--- config.mk ---
export PLATFORM = sky130hd
export DESIGN_NAME = ball_collision_controller
export DESIGN_NICKNAME = d
export VERILOG_FILES = /design/src/rtl/pong_pkg.sv /design/src/rtl/ball_hit_detect.sv /design/src/rtl/ball_collision_controller.sv
export SDC_FILE = /design/constraint.sdc
export NUM_CORES = 1
export LEC_CHECK = 0
export ABC_CLOCK_PERIOD_IN_PS = 5120
export CORE_MARGIN = 4
export CORE_UTILIZATION = 25
export DETAILED_ROUTE_END_ITERATION = 10
export PLACE_DENSITY = 0.55
export SYNTH_ARGS = -nofsm -noshare
export SYNTH_HDL_FRONTEND = slang
export SYNTH_SLANG_ARGS = --single-unit
--- constraint.sdc ---
create_clock -name game_clk -period 5.12 [get_ports game_clk]
set_input_delay 1.024 -clock game_clk [delete_from_list [all_inputs] [get_ports game_clk]]
set_output_delay 1.024 -clock game_clk [all_outputs]
set_load 0.01 [all_outputs]
--- src/rtl/pong_pkg.sv ---
// rtl/pong_pkg.sv - shared Pong types, playfield defaults and position step helper
// Contents: ball_state_t (ball FSM states), vel_t (speed magnitude plus direction bit),
// default playfield bounds shared with the paddle controllers, step_pos() helper.
package pong_pkg;

    typedef enum logic [1:0] {
        ST_IDLE,
        ST_PLAY,
        ST_HOLD,
        ST_GAME_OVER
    } ball_state_t;

    // dir = 1 means moving right (x) or down (y)
    typedef struct packed {
        logic [3:0] mag;
        logic       dir;
    } vel_t;

    localparam logic [9:0] DEF_Y_CEIL   = 10'd0;
    localparam logic [9:0] DEF_Y_FLOOR  = 10'd479;
    localparam logic [9:0] DEF_X_LWALL  = 10'd0;
    localparam logic [9:0] DEF_X_RWALL  = 10'd639;
    localparam logic [7:0] DEF_PADDLE_H = 8'd80;

    // One-tick advance on an 11-bit intermediate; a step past zero clamps to
    // zero so the ball can never wrap to the far side of the field.
    function automatic logic [10:0] step_pos(input logic [9:0] pos, input vel_t v);
        logic [10:0] p;
        logic [10:0] m;
        p = {1'b0, pos};
        m = {7'd0, v.mag};
        if (v.dir) begin
            return p + m;
        end
        if (p < m) begin
            return 11'd0;
        end
        return p - m;
    endfunction

endpackage

--- src/rtl/ball_hit_detect.sv ---
// rtl/ball_hit_detect.sv - combinational wall, paddle and miss detection for the ball
// Inputs:  ball_x/ball_y current position, next_x/next_y candidate position (11 bit),
//          dir_x (1 = moving right), playfield bounds, paddle corners, height_paddle.
// Outputs: hit_ceil, hit_floor, hit_left, hit_right, miss_left, miss_right.
module ball_hit_detect #(
    parameter int BALL_SIZE = 8,
    parameter int PADDLE_W  = 10
) (
    input  logic [9:0]  ball_x,
    input  logic [9:0]  ball_y,
    input  logic [10:0] next_x,
    input  logic [10:0] next_y,
    input  logic        dir_x,
    input  logic [9:0]  y_ceil,
    input  logic [9:0]  y_floor,
    input  logic [9:0]  x_lwall,
    input  logic [9:0]  x_rwall,
    input  logic [9:0]  paddle_x_l,
    input  logic [9:0]  paddle_y_l,
    input  logic [9:0]  paddle_x_r,
    input  logic [9:0]  paddle_y_r,
    input  logic [7:0]  height_paddle,
    output logic        hit_ceil,
    output logic        hit_floor,
    output logic        hit_left,
    output logic        hit_right,
    output logic        miss_left,
    output logic        miss_right
);
    localparam logic [10:0] BS = 11'(BALL_SIZE);
    localparam logic [10:0] PW = 11'(PADDLE_W);

    logic [10:0] cur_x;
    logic [10:0] cur_y;
    logic [10:0] face_l;
    logic [10:0] hgt;
    logic        overlap_l;
    logic        overlap_r;

    always_comb begin
        cur_x  = {1'b0, ball_x};
        cur_y  = {1'b0, ball_y};
        face_l = {1'b0, paddle_x_l} + PW;
        hgt    = {3'd0, height_paddle};

        hit_ceil  = next_y <= {1'b0, y_ceil};
        hit_floor = !hit_ceil && (next_y + BS >= {1'b0, y_floor});

        // Vertical overlap uses the current y so a same-tick wall bounce
        // does not change whether the paddle is struck.
        overlap_l = (cur_y + BS > {1'b0, paddle_y_l}) && (cur_y < {1'b0, paddle_y_l} + hgt);
        overlap_r = (cur_y + BS > {1'b0, paddle_y_r}) && (cur_y < {1'b0, paddle_y_r} + hgt);

        // A hit needs the leading edge to cross the paddle face this tick.
        hit_left  = !dir_x && (cur_x >= face_l) && (next_x < face_l) && overlap_l;
        hit_right = dir_x && (cur_x + BS <= {1'b0, paddle_x_r})
                    && (next_x + BS > {1'b0, paddle_x_r}) && overlap_r;

        miss_left  = !hit_left && !hit_right && (next_x <= {1'b0, x_lwall});
        miss_right = !hit_left && !hit_right && !miss_left && (next_x + BS >= {1'b0, x_rwall});
    end

endmodule

--- src/rtl/ball_collision_controller.sv ---
// rtl/ball_collision_controller.sv - Pong ball motion, reflection, scoring and serve/hold/game-over FSM
// Inputs:  game_clk, reset (sync, active high), serve, playfield bounds, paddle corners, height_paddle.
// Outputs: ball_x/ball_y, score_l/score_r, point (one-tick pulse), game_over (level).
// Option:  BALL_SPEEDUP_EN - each paddle hit adds 1 to x speed, capped at MAX_VX.
module ball_collision_controller
    import pong_pkg::*;
#(
    parameter int BALL_SIZE  = 8,
    parameter int PADDLE_W   = 10,
    parameter int CENTER_X   = 316,
    parameter int CENTER_Y   = 236,
    parameter int INIT_VX    = 2,
    parameter int INIT_VY    = 1,
    parameter int MAX_VX     = 8,
    parameter int HOLD_TICKS = 60,
    parameter int WIN_SCORE  = 5
) (
    input  logic       game_clk,
    input  logic       reset,
    input  logic       serve,
    input  logic [9:0] y_ceil,
    input  logic [9:0] y_floor,
    input  logic [9:0] x_lwall,
    input  logic [9:0] x_rwall,
    input  logic [9:0] paddle_x_l,
    input  logic [9:0] paddle_y_l,
    input  logic [9:0] paddle_x_r,
    input  logic [9:0] paddle_y_r,
    input  logic [7:0] height_paddle,
    output logic [9:0] ball_x,
    output logic [9:0] ball_y,
    output logic [3:0] score_l,
    output logic [3:0] score_r,
    output logic       point,
    output logic       game_over
);
    localparam logic [9:0] CX = 10'(CENTER_X);
    localparam logic [9:0] CY = 10'(CENTER_Y);
    localparam logic [9:0] BS = 10'(BALL_SIZE);
    localparam logic [9:0] PW = 10'(PADDLE_W);
    localparam logic [3:0] WIN = 4'(WIN_SCORE);
    localparam int HOLD_W = (HOLD_TICKS > 1) ? $clog2(HOLD_TICKS) : 1;
    localparam logic [HOLD_W-1:0] HOLD_LOAD = HOLD_W'(HOLD_TICKS - 1);

    ball_state_t       state;
    vel_t              vx;
    vel_t              vy;
    logic              serve_dir;
    logic [HOLD_W-1:0] hold_cnt;

    logic [10:0] next_x;
    logic [10:0] next_y;
    logic        hit_ceil, hit_floor, hit_left, hit_right, miss_left, miss_right;
    logic [3:0]  vx_mag_hit;
    logic [3:0]  score_l_inc;
    logic [3:0]  score_r_inc;

    always_comb begin
        next_x = step_pos(ball_x, vx);
        next_y = step_pos(ball_y, vy);
`ifdef BALL_SPEEDUP_EN
        vx_mag_hit = (vx.mag >= 4'(MAX_VX)) ? 4'(MAX_VX) : vx.mag + 4'd1;
`else
        vx_mag_hit = 4'(INIT_VX);
`endif
        score_l_inc = (score_l >= WIN) ? WIN : score_l + 4'd1;
        score_r_inc = (score_r >= WIN) ? WIN : score_r + 4'd1;
    end

    ball_hit_detect #(
        .BALL_SIZE (BALL_SIZE),
        .PADDLE_W  (PADDLE_W)
    ) u_hit (
        .ball_x        (ball_x),
        .ball_y        (ball_y),
        .next_x        (next_x),
        .next_y        (next_y),
        .dir_x         (vx.dir),
        .y_ceil        (y_ceil),
        .y_floor       (y_floor),
        .x_lwall       (x_lwall),
        .x_rwall       (x_rwall),
        .paddle_x_l    (paddle_x_l),
        .paddle_y_l    (paddle_y_l),
        .paddle_x_r    (paddle_x_r),
        .paddle_y_r    (paddle_y_r),
        .height_paddle (height_paddle),
        .hit_ceil      (hit_ceil),
        .hit_floor     (hit_floor),
        .hit_left      (hit_left),
        .hit_right     (hit_right),
        .miss_left     (miss_left),
        .miss_right    (miss_right)
    );

    always_ff @(posedge game_clk) begin
        if (reset) begin
            state     <= ST_IDLE;
            ball_x    <= CX;
            ball_y    <= CY;
            score_l   <= 4'd0;
            score_r   <= 4'd0;
            point     <= 1'b0;
            game_over <= 1'b0;
            serve_dir <= 1'b1;
            vx        <= '{mag: 4'(INIT_VX), dir: 1'b1};
            vy        <= '{mag: 4'(INIT_VY), dir: 1'b1};
            hold_cnt  <= '0;
        end else begin
            point <= 1'b0;
            case (state)
                ST_IDLE: begin
                    if (serve) begin
                        state <= ST_PLAY;
                        vx    <= '{mag: 4'(INIT_VX), dir: serve_dir};
                        vy    <= '{mag: 4'(INIT_VY), dir: 1'b1};
                    end
                end
                ST_PLAY: begin
                    if (miss_left || miss_right) begin
                        ball_x <= CX;
                        ball_y <= CY;
                        point  <= 1'b1;
                        // Next serve heads toward whoever conceded.
                        if (miss_left) begin
                            score_r   <= score_r_inc;
                            serve_dir <= 1'b0;
                        end else begin
                            score_l   <= score_l_inc;
                            serve_dir <= 1'b1;
                        end
                        if ((miss_left && score_r_inc == WIN) || (miss_right && score_l_inc == WIN)) begin
                            state     <= ST_GAME_OVER;
                            game_over <= 1'b1;
                        end else begin
                            state    <= ST_HOLD;
                            hold_cnt <= HOLD_LOAD;
                        end
                    end else begin
                        // x and y reflections are independent and may coincide.
                        if (hit_left) begin
                            ball_x <= paddle_x_l + PW;
                        end else if (hit_right) begin
                            ball_x <= paddle_x_r - BS;
                        end else begin
                            ball_x <= next_x[9:0];
                        end
                        if (hit_ceil) begin
                            ball_y <= y_ceil + 10'd1;
                            vy.dir <= 1'b1;
                        end else if (hit_floor) begin
                            ball_y <= y_floor - BS - 10'd1;
                            vy.dir <= 1'b0;
                        end else begin
                            ball_y <= next_y[9:0];
                        end
                        if (hit_left || hit_right) begin
                            vx <= '{mag: vx_mag_hit, dir: hit_left};
                        end
                    end
                end
                ST_HOLD: begin
                    if (hold_cnt == '0) begin
                        state <= ST_IDLE;
                    end else begin
                        hold_cnt <= hold_cnt - 1'b1;
                    end
                end
                ST_GAME_OVER: begin
                    state <= ST_GAME_OVER;
                end
                default: begin
                    state <= ST_IDLE;
                end
            endcase
        end
    end

endmodule

-- After elaboration in Yosys (flattened, before gate mapping)
Cells that the tools add are included.
Widths: inputs -> output; s select.
- bits in writable memories: 0
- ROM bits: 0
- bits in registers: 45
- memories: 0
- input bits: 91
- bits in latches: 0
- shift-type cells: 0
- $lt $le $gt $ge: 16
- div/mod/pow operators: 0
- bitwise logic cells: 2
- mux-type cells: 42
- reduce and logical (&&, ||, !) cells: 36
- equal/unequal tests: 13
- add/subtract/negate cells: 19
- multipliers: 0
- operator list (cell ; count):
    $mux 11 ; 8
    $mux 10 ; 6
    $add 10x4->11 const B ; 3
    $gt 11x10->1 ; 3
    $le 11x10->1 ; 3
    $add 10x8->11 ; 2
    $add 11x4->11 const B ; 2
    $ge 11x10->1 ; 2
    $lt 10x11->1 ; 2
    $sub 10x4->10 const B ; 2
    $mux 6 ; 3
    $logic_and 1x1->1 ; 15
    $mux 5 ; 3
    $ne 2x2->1 const B ; 7
    $mux 1 ; 13
    $pmux 6 s2 ; 1
    $reduce_and 3->1 ; 4
    $reduce_and 4->1 ; 3
    $add 10x1->11 const B ; 1
    $add 10x4->11 ; 1
    $ge 10x11->1 ; 1
    $lt 11x11->1 ; 1
    $sub 10x1->11 const B ; 1
    $sub 10x4->11 ; 1
    other kinds (25) ; 40

-- Depth between registers and ports, before layout
- word-level depth: 20
- mapped depth: 23

-- Hierarchy
From an unflattened synthesis, not the netlist that was laid out.
- cell total of the unflattened synthesis: 1039
- area, all modules: 7775.0 sq um
- modules (own cells, without submodules) (module ; cells an instance ; times used ; seq. area each (sq um) ; area each (sq um)):
    ball_hit_detect ; 524 ; 1 ; 0.0 ; 3955.0
    ball_collision_controller ; 515 ; 1 ; 820.8 ; 3819.9

-- Worst setup path after synthesis
Ideal clock, no wire load.
- kind: reg-to-reg
- start point: register ball_y[3]
- end point: register ball_y[3]
- setup slack: 0.308 ns
- arrival time: 4.677 ns
- data required time: 4.985 ns
- path buffers: 3
- stages on the path, launching flop included: 23
- cell sequence: dfxtp_1 -> clkbuf_1 -> inv_1 -> ha_1 -> or4b_1 -> clkbuf_1 -> nor3_1 -> nor2_1 -> mux2_2 -> a211o_1 -> ha_1 -> xor2_1 -> ha_1 -> a21o_1 -> a21o_1 -> a211oi_1 -> o31a_1 -> o21bai_1 -> nor3_2 -> buf_4 -> mux2_1 -> mux2i_1 -> a22oi_1
- word-level cells in the longest chain between the ends: 12
- elaborated cells on any way between the ends: 34
- classes of those cells: add/sub: 4; order compare: 7; mux: 9; reduce/logical: 14
- ends and longest elaborated chain (what ; RTL line ; RTL):
    from (decl) ; ball_collision_controller.sv:31 ; output logic [9:0] ball_y,
    from (signal assigned) ; ball_collision_controller.sv:149 ; ball_y <= y_ceil + 10'd1;
    from (signal assigned) ; ball_collision_controller.sv:152 ; ball_y <= y_floor - BS - 10'd1;
    from (signal assigned) ; ball_collision_controller.sv:155 ; ball_y <= next_y[9:0];
    branches (longest 11 deep; another with $add 10x1->11) ; n/a ;
    $mux 10 * ; ball_collision_controller.sv:120 ; if (miss_left || miss_right) begin
Every way passes the cells marked *. The select of a mux whose other input is x is not followed.
A chain may end at the register's enable or synchronous reset.

-- Worst setup path after layout
- start point: register ball_y[3]
- end point: register ball_y[5]
The elaborated chain is that of the path after synthesis.

==> results.txt <==
Leakage Power: 4.51 nW
worst endpoint required time: 5.29 ns
register area share after synthesis: 10.6%
drt first pass iters: 5
Die Ht: 184 µm
Synth Register Bits: 41
most frequent cell after synthesis: ha_1
total routed wirelength: 25.1 mm
vias per cell: 5.05
mux contribution to synthesized area: 3.76%
final worst path period share: 95.3%
Worst Clk Skew: 0.00666 ns
HPWL after DPL: 21.1 mm
CTS hold repair buffers: 0
Final Hold Vio Count: 0
Syn Inst Count: 989
Core Area: 0.0307 mm²
crit path max-delay cell type: or4b_1
placed cell area: 0.00982 mm²
vias in the first global route: 7703
Critical Path End Type: register
clk slew on worst S/H paths: 0.06 ns
Syn Nets: 1239
area delta synth->final: 28.4%
worst endpoint data arrival time: 5.05 ns
post-DR wirelength/cell: 16.2 µm
Synth area leaders: ha_1, dfxtp_1, xnor2_1
# DRC: 0
initial antenna violation count: 0
Starting Density: 25.4%
unique cell type count in the Yosys netlist: 89
PortBufs: 120
post-layout minimum cycle time: 4.88 ns
Post-synth EDFFs: 0
Setup-failing EPs final: 0
f_max: 205 MHz
DP Worst Slack: -0.0977 ns
GRT Util Overall: 14.4%
CTS Buf Count: 5
Final WS setup: 0.242 ns
synthesized area per cell: 7.87 µm²
Hold Path Class: register to register
P per Cell Area: 144 mW/mm²
total clock sinks: 41
wire length of the first global-routing pass: 39.7 mm
diodes inserted: 0
largest stage delay on the critical path: 0.49 ns
DR vias: 7813
worst hold margin: 0.470 ns
clock buffer depth: 2
Final Max Slew Viols: 0
complex-gate fraction of the synthesized area: 23.5%
worst skew pair latency: 0.29 ns
outcome: completed
Setup crit start kind: register
simple-gate share of the synthesized area: 20.7%
Slew HR: 30.3%
main flop type after synthesis: dfxtp_1
CTS tree: built
routability cong.: 0.850
Synth area leader: ha_1
H-tree depth: 2
Tightest Pin Transition: 1.04 ns
root buf cell: clkbuf_16
largest family of logic cells by synthesized area: adder cells
post-synthesis adder-cell area fraction: 25.8%
Nets: 1401
Ys Warns: 0
mapped cell area: 0.00778 mm²
largest net degree at the start of global routing: 22
die area: 0.0340 mm²
final core occ: 32.6%
Design Area, Final: 0.00999 mm²
post-synth top area share: 25.2%
FILL cells: 3274
crit-path max FO: 12
Synth async-reset ratio: 0%
Synth top cells by count: ha_1, inv_1, nor2_1
worst-path cell chain: inv_1 > ha_1 > or4b_1 > nor3_1 > nor2_1 > mux2_2 > a211o_4 > ha_1 > xor2_1 > ha_1 > a21o_1 > a21o_1 > a211oi_1 > o31a_1 > o21bai_1 > nor3_2 > buf_6 > mux2_1 > o21ai_1 > a21oi_1
total congestion overflow: 0
most frequent cell on the critical path: ha_1
Post-DRT Antenna Nets: 0
Die X: 184 µm
CP Class: register to register
FP Rows: 64
postcts setup bufs: 0
I/O Pins: 121
MaxCap Viol Count: 0
peak supply drop: 119 µV
layout cells sized above 1: 10.3%
Post-Synth XOR/XNOR Area: 8.22%
DR iter-0 viols: 419
==> per-layer routing <==
metal  wire length [µm]  track usage [%]  vias to the layer above
li1                   -                -                     3959
met1              11600             19.0                     3655
met2              12100             25.4                      179
met3               1130             1.70                       20
met4                283             2.51                        0
met5                  0                0                        -
==> state kept, by name (all words and copies together), names as in the netlist <==
| register | count |
|---|---|
| point | 1 |
| vx | 1 |
| score_r | 4 |
| vy | 1 |
| serve_dir | 1 |
| ball_x | 10 |
| hold_cnt | 6 |
| score_l | 4 |
| state | 2 |
| game_over | 1 |
| ball_y | 10 |
==> logic make-up (layout without fill, tap and decap cells) <==
kind of cell / Yosys count / after routing
mux: 28 / 28
xor+xnor: 73 / 73
compound gates: 256 / 256
fa+ha+maj: 159 / 159
buf+inv: 139 / 302
flops: 41 / 41
simple gates: 293 / 293
==> power by group <==
part / switching (W) / internal (W)
sequential: 0.0000151 / 0.000333
clock: 0.000135 / 0.000179
combinational: 0.000406 / 0.000370
total: 0.000556 / 0.000883
==> cells in the final DEF, fill, tap and decap left out, drive strengths merged, types with 6 or more instances in the layout <==
cell type	Yosys	final
ha	157	157
a211oi	17	17
a22o	8	8
mux2i	18	18
and3	11	11
a21o	24	24
o211ai	11	11
o2111ai	6	6
a31oi	10	10
o21bai	6	6
o21a	7	7
nand4	16	16
a21oi	53	53
nor2b	11	11
or3	12	12
xor2	23	23
buf	19	69
inv	105	105
dfxtp	41	41
nor2	68	68
nor3	32	32
nor4	7	7
nand3	39	39
clkdlybuf4s50	0	120
xnor2	50	50
mux2	10	10
nand2	53	53
clkbuf	15	6
a211o	10	10
o21ai	47	47
nand2b	20	20
==> area by class of cell <==
type / count / area [µm²] / share of cell area (%)
Multi-Input combinational cell: 809 / 6410 / 64.1
Sequential cell: 41 / 821 / 8.21
Clock buffer: 6 / 129 / 1.29
Timing Repair Buffer: 189 / 1740 / 17.4
Clock inverter: 2 / 10.0 / 0.100
Inverter: 105 / 394 / 3.94
Tap cell: 396 / 495 / 4.96
==> worst paths after layout <==
kind / start / endpoint / slack, ns / depth (start not counted)
setup / recovery: ball_y[3]$_SDFFE_PP1P_ / ball_y[5]$_SDFFE_PP1P_ / 0.24 / 20
hold / removal: game_over$_SDFFE_PP0P_ / game_over$_SDFFE_PP0P_ / 0.47 / 2
setup reg to reg: ball_y[3]$_SDFFE_PP1P_ / ball_y[5]$_SDFFE_PP1P_ / 0.24 / 20
hold reg to reg: game_over$_SDFFE_PP0P_ / game_over$_SDFFE_PP0P_ / 0.47 / 2
==> timing repair <==
item,CTS,global route
setup endpoints to repair,0,30
hold endpoints to repair,0,0
resized for setup,0,9
==> critical path, delay by kind of cell, from the launching register on <==
kind            cells  cell delay, ns
compound gates      8            1.63
buf+inv             2            0.26
mux                 2            0.64
xor+xnor            1            0.17
fa+ha+maj           3            0.71
simple gates        4            1.02
flops               1            0.31
==> stage by stage <==
stage                     cells  TNS, ns  power (W)
after detailed placement   1540   -0.553    0.00112
after global routing       1548  -0.0187    0.00156
final                      1548        0    0.00144
after floorplan             989        0   0.000837
after global placement     1540   -0.389    0.00111
after CTS                  1548        0    0.00144
Power figures use the tool's default switching activity.
